**config.mk**
```make
export PLATFORM = sky130hd
export DESIGN_NAME = alu_op_sequencer
export DESIGN_NICKNAME = d
export VERILOG_FILES = /design/src/rtl/alu_op_sequencer.sv
export SDC_FILE = /design/constraint.sdc
export NUM_CORES = 1
export LEC_CHECK = 0
export CAP_MARGIN = 20
export CORE_MARGIN = 10
export CORE_UTILIZATION = 41
export DETAILED_ROUTE_END_ITERATION = 8
export GPL_ROUTABILITY_DRIVEN = 0
export GPL_TIMING_DRIVEN = 0
export PLACE_DENSITY = 0.86
export SKIP_CTS_REPAIR_TIMING = 1
export SYNTH_ARGS = -nofsm -noshare
export SYNTH_HDL_FRONTEND = slang
export SYNTH_SLANG_ARGS = --single-unit
```
**constraint.sdc**
```tcl
create_clock -name clk -period 2.02 [get_ports clk]
set_input_delay 0.606 -clock clk [delete_from_list [all_inputs] [get_ports clk]]
set_output_delay 0.606 -clock clk [all_outputs]
set_load 0.01 [all_outputs]
```
**src/rtl/alu_op_sequencer.sv**
```systemverilog
// Handshaked request/response wrapper around a combinational Alu: registers one operation,
// waits SETTLE cycles, captures the result and counts overflow captures (saturating).
module alu_op_sequencer #(
   parameter int WIDTH  = 32,
   parameter int SETTLE = 1,
   parameter int CNT_W  = 16
) (
   input  logic             clk,
   input  logic             rst_n,
   input  logic             req_valid,
   output logic             req_ready,
   input  logic [WIDTH-1:0] req_a,
   input  logic [WIDTH-1:0] req_b,
   input  logic [2:0]       req_op,
   input  logic             req_unsig,
   output logic [WIDTH-1:0] alu_a,
   output logic [WIDTH-1:0] alu_b,
   output logic [2:0]       alu_op,
   output logic             alu_unsig,
   input  logic [WIDTH-1:0] alu_out,
   input  logic             alu_compout,
   input  logic             alu_overflow,
   output logic             rsp_valid,
   input  logic             rsp_ready,
   output logic [WIDTH-1:0] rsp_result,
   output logic             rsp_compout,
   output logic             rsp_overflow,
   output logic             busy,
   output logic [CNT_W-1:0] ovf_count,
   input  logic             clr_count
);

   // state    | meaning
   // S_IDLE   | ready for a request; alu_* hold the previous operation
   // S_SETTLE | operands applied to the Alu, settle timer running
   // S_RESP   | result captured, waiting for rsp_ready
   typedef enum logic [1:0] {S_IDLE, S_SETTLE, S_RESP} state_t;

   localparam int              TW     = (SETTLE > 1) ? $clog2(SETTLE) : 1;
   localparam logic [TW-1:0]   TMR_LD = TW'(SETTLE - 1);

   state_t         state, state_nxt;
   logic [TW-1:0]  tmr;
   logic           tmr_tc;
   logic           accept;
   logic           capture;

   assign tmr_tc = (tmr == '0);

   always_comb begin
      state_nxt = state;
      accept    = 1'b0;
      capture   = 1'b0;
      case (state)
         S_IDLE: begin
            if (req_valid) begin
               accept    = 1'b1;
               state_nxt = S_SETTLE;
            end
         end
         S_SETTLE: begin
            if (tmr_tc) begin
               capture   = 1'b1;
               state_nxt = S_RESP;
            end
         end
         S_RESP: begin
            if (rsp_ready) state_nxt = S_IDLE;
         end
         default: state_nxt = S_IDLE;
      endcase
   end

   always_ff @(posedge clk or negedge rst_n) begin
      if (!rst_n) state <= S_IDLE;
      else        state <= state_nxt;
   end

   // Outputs decoded from the state register only, so no input reaches them combinationally.
   assign req_ready = (state == S_IDLE);
   assign busy      = (state != S_IDLE);
   assign rsp_valid = (state == S_RESP);

   always_ff @(posedge clk or negedge rst_n) begin
      if (!rst_n) begin
         tmr <= '0;
      end else if (accept) begin
         tmr <= TMR_LD;
      end else if (state == S_SETTLE && !tmr_tc) begin
         tmr <= tmr - TW'(1);
      end
   end

   always_ff @(posedge clk or negedge rst_n) begin
      if (!rst_n) begin
         alu_a     <= '0;
         alu_b     <= '0;
         alu_op    <= '0;
         alu_unsig <= 1'b0;
      end else if (accept) begin
         alu_a     <= req_a;
         alu_b     <= req_b;
         alu_op    <= req_op;
         alu_unsig <= req_unsig;
      end
   end

   always_ff @(posedge clk or negedge rst_n) begin
      if (!rst_n) begin
         rsp_result   <= '0;
         rsp_compout  <= 1'b0;
         rsp_overflow <= 1'b0;
      end else if (capture) begin
         rsp_result   <= alu_out;
         rsp_compout  <= alu_compout;
         rsp_overflow <= alu_overflow;
      end
   end

   // Clear wins over a same-cycle increment; count sticks at all-ones.
   always_ff @(posedge clk or negedge rst_n) begin
      if (!rst_n) begin
         ovf_count <= '0;
      end else if (clr_count) begin
         ovf_count <= '0;
      end else if (capture && alu_overflow && !(&ovf_count)) begin
         ovf_count <= ovf_count + CNT_W'(1);
      end
   end

endmodule

```
==> results.py, run 1 <==
metrics = {
    "status": {
        "status": "completed",
    },
    "timing": {
        "worst_pin_slew_ps": 510.0,
        "drv_slew": 0,
        "final_hold_fails": 0,
        "fin_skew_ps": 5.817,
        "finalCriticalPeriod_ps": 1982,
        "achievable-frequency_mhz": 504.6,
        "layout_worst_path_cycle_share_pct": 98.12,
        "max_slew_margin_pct": 66.00,
        "hold_ws_ps": 141.6,
        "rsz0062_at_grt": "false",
        "final-setup-viol-count": 0,
    },
    "floorplanning": {
        "die_area_um2": 16650,
        "die_width_um": 129.0,
        "core.rowCount": 39,
        "io_pins": 228,
        "dieHeight_um": 129.0,
        "core-area_um2": 11520,
        "start_util_pct": 42.33,
    },
    "yosys": {
        "synth_edf_count": 0,
        "synth_fp_nets": 437,
        "synth_cells": 329,
        "synth.cell_area_um2": 4875,
        "portion_of_the_post_synthesis_area_used_by_sequential_elements_pct": 62.11,
        "synthTopCellsByCount": "121 x dfrtp_1, 101 x mux2_2, 10 x a21oi_1, 10 x buf_2, 10 x nor2_1",
        "postSynth.topFlopCell": "dfrtp_1",
        "synth.largest_area_cell": "dfrtp_1",
        "netlist.area_leader.share_pct": 62.11,
        "synthesis.yosys.warnings": 0,
        "count_of_distinct_cell_types_in_the_synthesized_netlist": 41,
        "synth_top_cells_by_area": "dfrtp_1 62%, mux2_2 23%, mux2_1 1.4%",
        "share_of_async_settable_or_async_resettable_flops_after_synthesis_pct": 100.0,
        "yosys.cell_count.top_type": "dfrtp_1",
        "synthesis.area_per_instance_um2": 14.82,
        "synth.ff_latch_count": 121,
    },
    "grt": {
        "first_global_vias": 4047,
        "grt_use_total_pct": 17.30,
        "grt_start_max_net_pins": 68,
        "antenna_violations_before_repair": 0,
        "grt_overflow": 0,
        "grt_pass1_wl_um": 22180,
    },
    "power": {
        "total_power_mw": 12.06,
        "power_switching_share_pct": 28.04,
        "net-switching-power_mw": 3.380,
        "p_leak_nw": 3.541,
        "power_frac_clock_pct": 26.0,
        "irDropWorstVdd_mv": 0.9992,
        "power.combinational.fraction_pct": 40.2,
        "power.share.sequential_pct": 33.8,
        "power_report.internal_total_mw": 8.676,
        "p_per_area_nw_per_um2": 1500,
    },
    "detailed_routing": {
        "avg_vias_per_cell": 5.019,
        "total_wirelength_of_the_detailed_routed_design_um": 14410,
        "vias": 3679,
        "drtAntennaViolNets": 0,
        "drc_errors": 0,
        "first_iter_violations": 164,
        "detail_route.first_pass.iterations": 4,
        "routed_wire_length_per_instance_um": 19.66,
    },
    "placement": {
        "port-buffer-count": 227,
        "hpwl_um": 10990,
    },
    "critical_path": {
        "end_kind": "output pin",
        "arrival_time_reported_for_the_critical_path_endpoint_ps": 1380,
        "timing.critical_path.fanout_max": 6,
        "critical_path_start_type": "flip-flop",
        "crit_path_start": "ovf_count[9]",
        "critical_path_required_ps": 1410,
        "critPathKind": "reg2out",
        "worst_r2r_startpoint": "ovf_count[0]",
        "timing.critical_path.slowest_cell_delay_ps": 550,
        "crit_path_top_delay_cell": "clkdlybuf4s50_1",
        "cp_top_delay_family": "buffers and inverters",
        "timing.critical_path.buf_inv": 1,
        "crit_path_cell_trace": "clkdlybuf4s50_1",
    },
    "finish": {
        "fillCellCount": 807,
        "nNetsFinal": 685,
        "num_antenna_cells": 0,
        "drive_gt1_share_pct": 28.31,
        "areaGrowthSynthToFinish_pct": 64.89,
        "layout.core_utilization_pct": 69.80,
    },
    "clock_tree": {
        "cts_htree_levels": 4,
        "clk_latency_ps": 420,
        "numClockSinks": 121,
        "tritoncts": "built",
        "clk_transition_reported_paths_ps": 50,
        "cts.root.buffer_cell": "clkbuf_16",
        "numCtsBuffers": 17,
        "cts_max_path_buffers": 2,
    },
    "worst_hold_path": {
        "worstHoldPathType": "in2async",
    },
    "job": {
        "number_of_violations_of_the_max_capacitance_limit": 0,
    },
}
kinds of logic (layout without fill, tap and decap cells):
logic type      Yosys count  after routing  share of synthesized area (%)
buf+inv                  20            281                          2.182
flops                   121            121                          62.11
fa+ha+maj                 1              1                         0.2566
simple gates             55             55                          7.572
compound gates           23             23                          2.772
mux                     108            108                          24.92
xor+xnor                  1              1                         0.1797
cells in the final DEF (no fill, tap or decap), types with 2 or more instances in the layout:
master / count
nor3_2: 4
or4_1: 3
or3_1: 3
clkbuf_8: 2
dfrtp_2: 9
clkdlybuf4s50_1: 210
inv_1: 5
dfrtp_1: 112
a21oi_1: 10
nor2_1: 9
nand2_1: 3
clkinv_2: 5
buf_2: 10
nand4_1: 3
o21ai_0: 6
mux2_1: 6
clkbuf_16: 17
buf_6: 3
bufinv_16: 4
nor2b_1: 5
buf_4: 2
nand3_1: 7
o31ai_1: 3
and4_1: 2
mux2_2: 101
dlymetal6s2s_1: 15
clkbuf_1: 6
per-layer routing:
layer	vias to the layer above	global-route usage, %	share of wire, %
met4	0	7.492	2.7
met1	1811	17.59	36
met2	159	29.46	51
met3	24	8.850	10
met5	-	0	0
li1	1685	-	-
registers in the layout (all words and copies together) (netlist names):
name and cells:
tmr 1, alu_a 32, rsp_result 32, ovf_count 16
alu_b 32, alu_unsig 1, state 2, rsp_overflow 1
rsp_compout 1, alu_op 3
final cells by class:
cell class                      count  area [um2]  area share (%)
Buffer                             15       87.58           1.090
Clock buffer                       23       467.9           5.822
Clock inverter                      9       145.1           1.806
Inverter                            5       18.77          0.2335
Multi-Input combinational cell    188        1759           21.89
Sequential cell                   121        3039           37.81
Tap cell                          143       178.9           2.226
Timing Repair Buffer              229        2341           29.13
per-stage QoR:
stage / TNS, ps / cell area, um2 / worst slack [ps] / cells
final: 0 / 8038 / 38.08 / 733
after global routing: 0 / 8038 / 0.7327 / 733
after CTS: -1294 / 7968 / -299.8 / 732
after detailed placement: -17640 / 7355 / -394.6 / 700
after global placement: -522110 / 7326 / -4188 / 699
after floorplan: 0 / 4875 / 173.3 / 329
power groups by stage:
stage | Clock (mW) | Sequential, mW | Combinational (mW)
floorplan | 0 | 4.56 | 1.49
global placement | 0 | 4.03 | 4.81
detailed placement | 0 | 4.10 | 4.91
CTS | 3.20 | 4.08 | 4.94
global route | 3.32 | 4.23 | 5.17
finish | 3.14 | 4.07 | 4.85
path summary, 6_finish.rpt:
kind,end,slack (ps),cells after the start
min,ovf_count[9],140,1
max reg2reg,ovf_count[14],70,6
max in group asynchronous,state[0],1170,2
max,ovf_count[9],40,1
min in group clk,alu_a[2],500,1
min reg2reg,alu_a[2],500,1
Note: power is estimated with default switching activity, not from simulation.
==> run 2: changes to the inputs <==
- CORE_UTILIZATION: 41 -> 44
- PLACE_DENSITY: 0.86 -> 0.91
- clock period: 2.02 -> 2.6 ns (I/O delays scaled with it)
==> run 2 against run 1 <==
Net effect:
- sequential share of layout area up 0.11 points
- worst hold slack gained 79 ps
- sequential cell count stayed put
- total power is 21% lower
- final cell count fell by 0.68%
- die area shrank 5.8%
- utilization increased by 3.9 points
- via count grew 0.73%
- critical path depth grew 1
- critical endpoint is now rsp_valid
- highest routed layer unchanged
==> results.py, run 2 (synthesized netlist as in run 1, its figures left out) <==
metrics = {
    "timing": {
        "worst_pin_slew_ps": 562.5,
        "layout_worst_path_cycle_share_pct": 96.68,
        "final_hold_fails": 0,
        "drv_slew": 0,
        "hold_ws_ps": 220.8,
        "max_slew_margin_pct": 62.33,
        "achievable-frequency_mhz": 397.8,
        "rsz0062_at_grt": "false",
        "finalCriticalPeriod_ps": 2514,
        "fin_skew_ps": 6.130,
        "final-setup-viol-count": 0,
    },
    "clock_tree": {
        "numCtsBuffers": 17,
        "cts_max_path_buffers": 2,
        "clk_transition_reported_paths_ps": 60,
        "cts_htree_levels": 4,
        "clk_latency_ps": 500,
        "cts.root.buffer_cell": "clkbuf_8",
        "numClockSinks": 121,
        "tritoncts": "built",
    },
    "worst_hold_path": {
        "worstHoldPathType": "in2async",
    },
    "critical_path": {
        "timing.critical_path.fanout_max": 7,
        "critPathKind": "reg2out",
        "arrival_time_reported_for_the_critical_path_endpoint_ps": 1730,
        "critical_path_required_ps": 1820,
        "end_kind": "output pin",
        "crit-reg2reg-capture": "ovf_count[14]",
        "worst-r2r-setup-slack_ps": 700,
        "critical_path_start_type": "flip-flop",
        "worst_r2r_startpoint": "ovf_count[0]",
        "r2r_cells": 6,
    },
    "finish": {
        "largest_registers": "alu_a: 32 flops, alu_b: 32 flops, rsp_result: 32 flops",
        "num_antenna_cells": 0,
        "final_common_cell": "clkdlybuf4s50_1",
        "nNetsFinal": 684,
        "drive_gt1_share_pct": 26.36,
        "layout_common_cells": "225 x clkdlybuf4s50_1, 121 x dfrtp_1, 101 x mux2_2, 16 x clkbuf_16",
        "final-instance-count-excl-fill": 728,
        "areaGrowthSynthToFinish_pct": 63.78,
    },
    "detailed_routing": {
        "detailroute.wirelength.met3_um": 1374,
        "vias": 3706,
        "routed_wire_length_per_instance_um": 20.21,
        "drc_errors": 0,
        "total_length_of_routed_met2_wires_um": 7772,
        "first_iter_violations": 245,
        "topRoutingLayerUsed": "met4",
        "total_wirelength_of_the_detailed_routed_design_um": 14710,
        "met1_length_um": 5266,
        "detail_route.first_pass.iterations": 4,
        "drtAntennaViolNets": 0,
        "avg_vias_per_cell": 5.091,
    },
    "grt": {
        "grt_overflow": 0,
        "antenna_violations_before_repair": 0,
        "grt_use_total_pct": 18.76,
        "grt_pass1_wl_um": 23500,
        "grt_start_max_net_pins": 69,
        "first_global_vias": 4296,
    },
    "power": {
        "power.combinational.fraction_pct": 40.0,
        "power_switching_share_pct": 28.61,
        "total_power_mw": 9.475,
        "power_report.internal_total_mw": 6.764,
        "p_leak_nw": 3.289,
        "p_per_area_nw_per_um2": 1187,
        "net-switching-power_mw": 2.711,
        "power.share.sequential_pct": 33.5,
        "power_frac_clock_pct": 26.4,
        "irDropWorstVdd_mv": 0.7170,
    },
    "floorplanning": {
        "core.rowCount": 38,
        "io_pins": 228,
        "dieHeight_um": 125.3,
        "start_util_pct": 44.97,
        "core-area_um2": 10840,
        "die_width_um": 125.3,
        "die_area_um2": 15690,
    },
    "placement": {
        "hpwl_um": 11300,
        "port-buffer-count": 227,
        "placed_cells_incl_taps": 697,
    },
    "job": {
        "number_of_violations_of_the_max_capacitance_limit": 0,
    },
    "status": {
        "status": "completed",
    },
}
[run 2: changes by cell type in the layout (fill, tap and decap cells not counted), moves of 2 or more]
cell	previous run	this run
clkdlybuf4s50_1	210	225
clkinv_2	5	1
clkinvlp_4	0	3
dfrtp_1	112	121
dlymetal6s2s_1	15	1
clkbuf_1	6	4
dfrtp_2	9	0
[run 2: layer usage]
layer	vias to the layer above	global-route usage, %
li1	1676	-
met1	1848	18.83
met2	163	33.42
met3	19	8.745
met4	0	6.572
met5	-	0
[run 2: worst max path at each step]
stage / cells after the start / end / start / slack [ps]
after floorplan: 5 / ovf_count[11] / alu_overflow / 580
after global placement: 1 / alu_a[22] / rst_n / -3720
after detailed placement: 6 / ovf_count[15] / alu_overflow / 6
after CTS: 2 / req_ready / state[0] / 40
after global routing: 2 / rsp_valid / state[0] / 10
final: 2 / rsp_valid / state[0] / 90
[run 2: final cells by class]
cell class / count / area [um2]
fillers: 725 / 2856
flip-flops and latches: 121 / 3028
plain buffers: 15 / 87.58
clock buffers: 20 / 435.4
clock inverters: 11 / 195.2
multi-input cells: 188 / 1740
repair buffers: 228 / 2303
inverters: 5 / 18.77
well taps: 140 / 175.2
[run 2: power by group through the flow]
stage	Sequential [mW]	Combinational, mW	Clock (mW)
floorplan	3.54	1.16	0
global placement	3.13	3.74	0
detailed placement	3.20	3.85	0
CTS	3.19	3.88	2.55
global route	3.28	4.04	2.64
finish	3.18	3.79	2.50
[run 2: critical path, cell delays in order (launching register included)]
cell and delay [ps]:
dfrtp_1 440, and2b_1 250, clkdlybuf4s50_1 550
[run 2: stage by stage]
| stage | setup TNS (ps) | utilization (%) | area [um2] | setup WS [ps] |
|---|---|---|---|---|
| global route | 0 | 73.65 | 7984 | 14.23 |
| CTS | 0 | 73.63 | 7981 | 35.13 |
| finish | 0 | 73.65 | 7984 | 86.40 |
| detailed placement | 0 | 67.81 | 7351 | 6.450 |
| global placement | -449090 | 67.54 | 7322 | -3719 |
| floorplan | 0 | - | 4875 | 579.3 |
==> run 3: changes to the inputs <==
- CORE_UTILIZATION: 44 -> 41
- PLACE_DENSITY: 0.91 -> 0.86
- clock period: 2.6 -> 2.65 ns (I/O delays scaled with it)
==> run 3 against run 2 <==
Net effect:
- worst hold slack improved by 110 ps
- wire length fell by 2.9%
- clock skew barely moved
- final area fell by 0.20%
- utilization fell by 4.5 points
- via count fell by 1.5%
- die area rose by 6.1%
- clock-buffer cell count rose by 3
- highest routed layer unchanged
==> results.py, run 3 (synthesized netlist as in run 1, its figures left out) <==
metrics = {
    "clock_tree": {
        "clk_transition_reported_paths_ps": 50,
        "cts_max_path_buffers": 2,
        "numClockSinks": 121,
        "numCtsBuffers": 17,
        "tritoncts": "built",
        "cts.root.buffer_cell": "clkbuf_16",
        "cts_htree_levels": 4,
        "clk_latency_ps": 420,
    },
    "detailed_routing": {
        "drtAntennaViolNets": 0,
        "detailroute.wirelength.met3_um": 1442,
        "avg_vias_per_cell": 4.986,
        "routed_wire_length_per_instance_um": 19.52,
        "total_wirelength_of_the_detailed_routed_design_um": 14290,
        "met1_length_um": 5169,
        "first_iter_violations": 149,
        "drc_errors": 0,
        "vias": 3650,
        "detail_route.first_pass.iterations": 4,
        "total_length_of_routed_met2_wires_um": 7323,
        "topRoutingLayerUsed": "met4",
    },
    "power": {
        "irDropWorstVdd_mv": 0.7607,
        "p_per_area_nw_per_um2": 1152,
        "p_leak_nw": 3.288,
        "total_power_mw": 9.175,
    },
    "critical_path": {
        "crit_path_cell_trace": "nor2_1, clkdlybuf4s50_1",
        "critical_path_required_ps": 1860,
        "arrival_time_reported_for_the_critical_path_endpoint_ps": 1690,
        "crit-reg2reg-capture": "ovf_count[14]",
        "timing.critical_path.buf_inv": 1,
        "worst_r2r_startpoint": "ovf_count[0]",
        "critPathKind": "reg2out",
        "timing.critical_path.fanout_max": 7,
        "r2r_cells": 6,
        "cp_top_delay_family": "buffers and inverters",
        "timing.critical_path.slowest_cell_delay_ps": 600,
        "crit_path_top_delay_cell": "clkdlybuf4s50_1",
        "worst-r2r-setup-slack_ps": 700,
        "critical_path_start_type": "flip-flop",
        "end_kind": "output pin",
    },
    "floorplanning": {
        "start_util_pct": 42.33,
        "io_pins": 228,
        "core-area_um2": 11520,
        "die_width_um": 129.0,
        "dieHeight_um": 129.0,
        "core.rowCount": 39,
        "die_area_um2": 16650,
    },
    "finish": {
        "final_common_cell": "clkdlybuf4s50_1",
        "num_antenna_cells": 0,
        "drive_gt1_share_pct": 26.15,
        "areaGrowthSynthToFinish_pct": 63.45,
        "largest_registers": "alu_a: 32 flops, alu_b: 32 flops, rsp_result: 32 flops",
        "layout_common_cells": "226 x clkdlybuf4s50_1, 121 x dfrtp_1, 101 x mux2_2, 17 x clkbuf_16",
        "postLayoutCellArea_um2": 7968,
        "nNetsFinal": 684,
        "layout.core_utilization_pct": 69.19,
    },
    "timing": {
        "worst_pin_slew_ps": 711.1,
        "setup-tns-final_ps": 0,
        "max_slew_margin_pct": 52.39,
        "final_hold_fails": 0,
        "fin_skew_ps": 6.339,
        "drv_slew": 0,
        "achievable-frequency_mhz": 401.6,
        "final-setup-viol-count": 0,
        "rsz0062_at_grt": "false",
        "finalCriticalPeriod_ps": 2490,
        "layout_worst_path_cycle_share_pct": 93.95,
    },
    "grt": {
        "grt_use_total_pct": 17.30,
        "grt_pass1_wl_um": 22180,
        "first_global_vias": 4047,
        "grt_overflow": 0,
        "grt_start_max_net_pins": 68,
        "antenna_violations_before_repair": 0,
    },
    "worst_hold_path": {
        "worstHoldPathType": "in2async",
    },
    "status": {
        "status": "completed",
    },
    "placement": {
        "hpwl_um": 10990,
        "port-buffer-count": 227,
        "total_cell_area_at_the_placement_stage_um2": 7355,
    },
    "job": {
        "number_of_violations_of_the_max_capacitance_limit": 0,
    },
}
[run 3: cell type report]
class,count,area [um2]
multi-input cells,188,1740
fillers,817,3548
well taps,143,178.9
flip-flops and latches,121,3028
repair buffers,228,2301
clock inverters,9,145.1
clock buffers,23,467.9
plain buffers,15,87.58
inverters,5,18.77
[run 3: power by group]
part | leakage [nW] | internal, mW | switching, mW | total [mW]
logic | 1.53 | 2.32 | 1.36 | 3.69
clock network | 0.305 | 1.61 | 0.782 | 2.39
registers | 1.45 | 2.67 | 0.425 | 3.09
[run 3: worst max path at each step]
stage	startpoint	end	slack [ps]	cells after the start
after global routing	state[0]	req_ready	70	2
after detailed placement	alu_overflow	ovf_count[11]	50	6
after global placement	rst_n	alu_b[3]	-3750	1
after floorplan	alu_overflow	ovf_count[11]	610	5
final	state[0]	req_ready	160	2
after CTS	state[0]	req_ready	140	2
[run 3: per-layer routing]
metal | up-vias | GRT usage, %
met5 | - | 0
met4 | 0 | 7.492
met3 | 24 | 8.850
met2 | 151 | 29.46
met1 | 1793 | 17.59
li1 | 1682 | -
[run 3: stage by stage]
stage          hold slack (ps)  std cells  setup slack [ps]
2_1_floorplan            499.4        329             614.3
3_5_place_dp             495.0        700             46.38
4_1_cts                  340.7        732             141.2
6_report                 327.8        732             160.3
5_1_grt                  356.4        732             65.58
3_3_place_gp             487.9        699             -3747
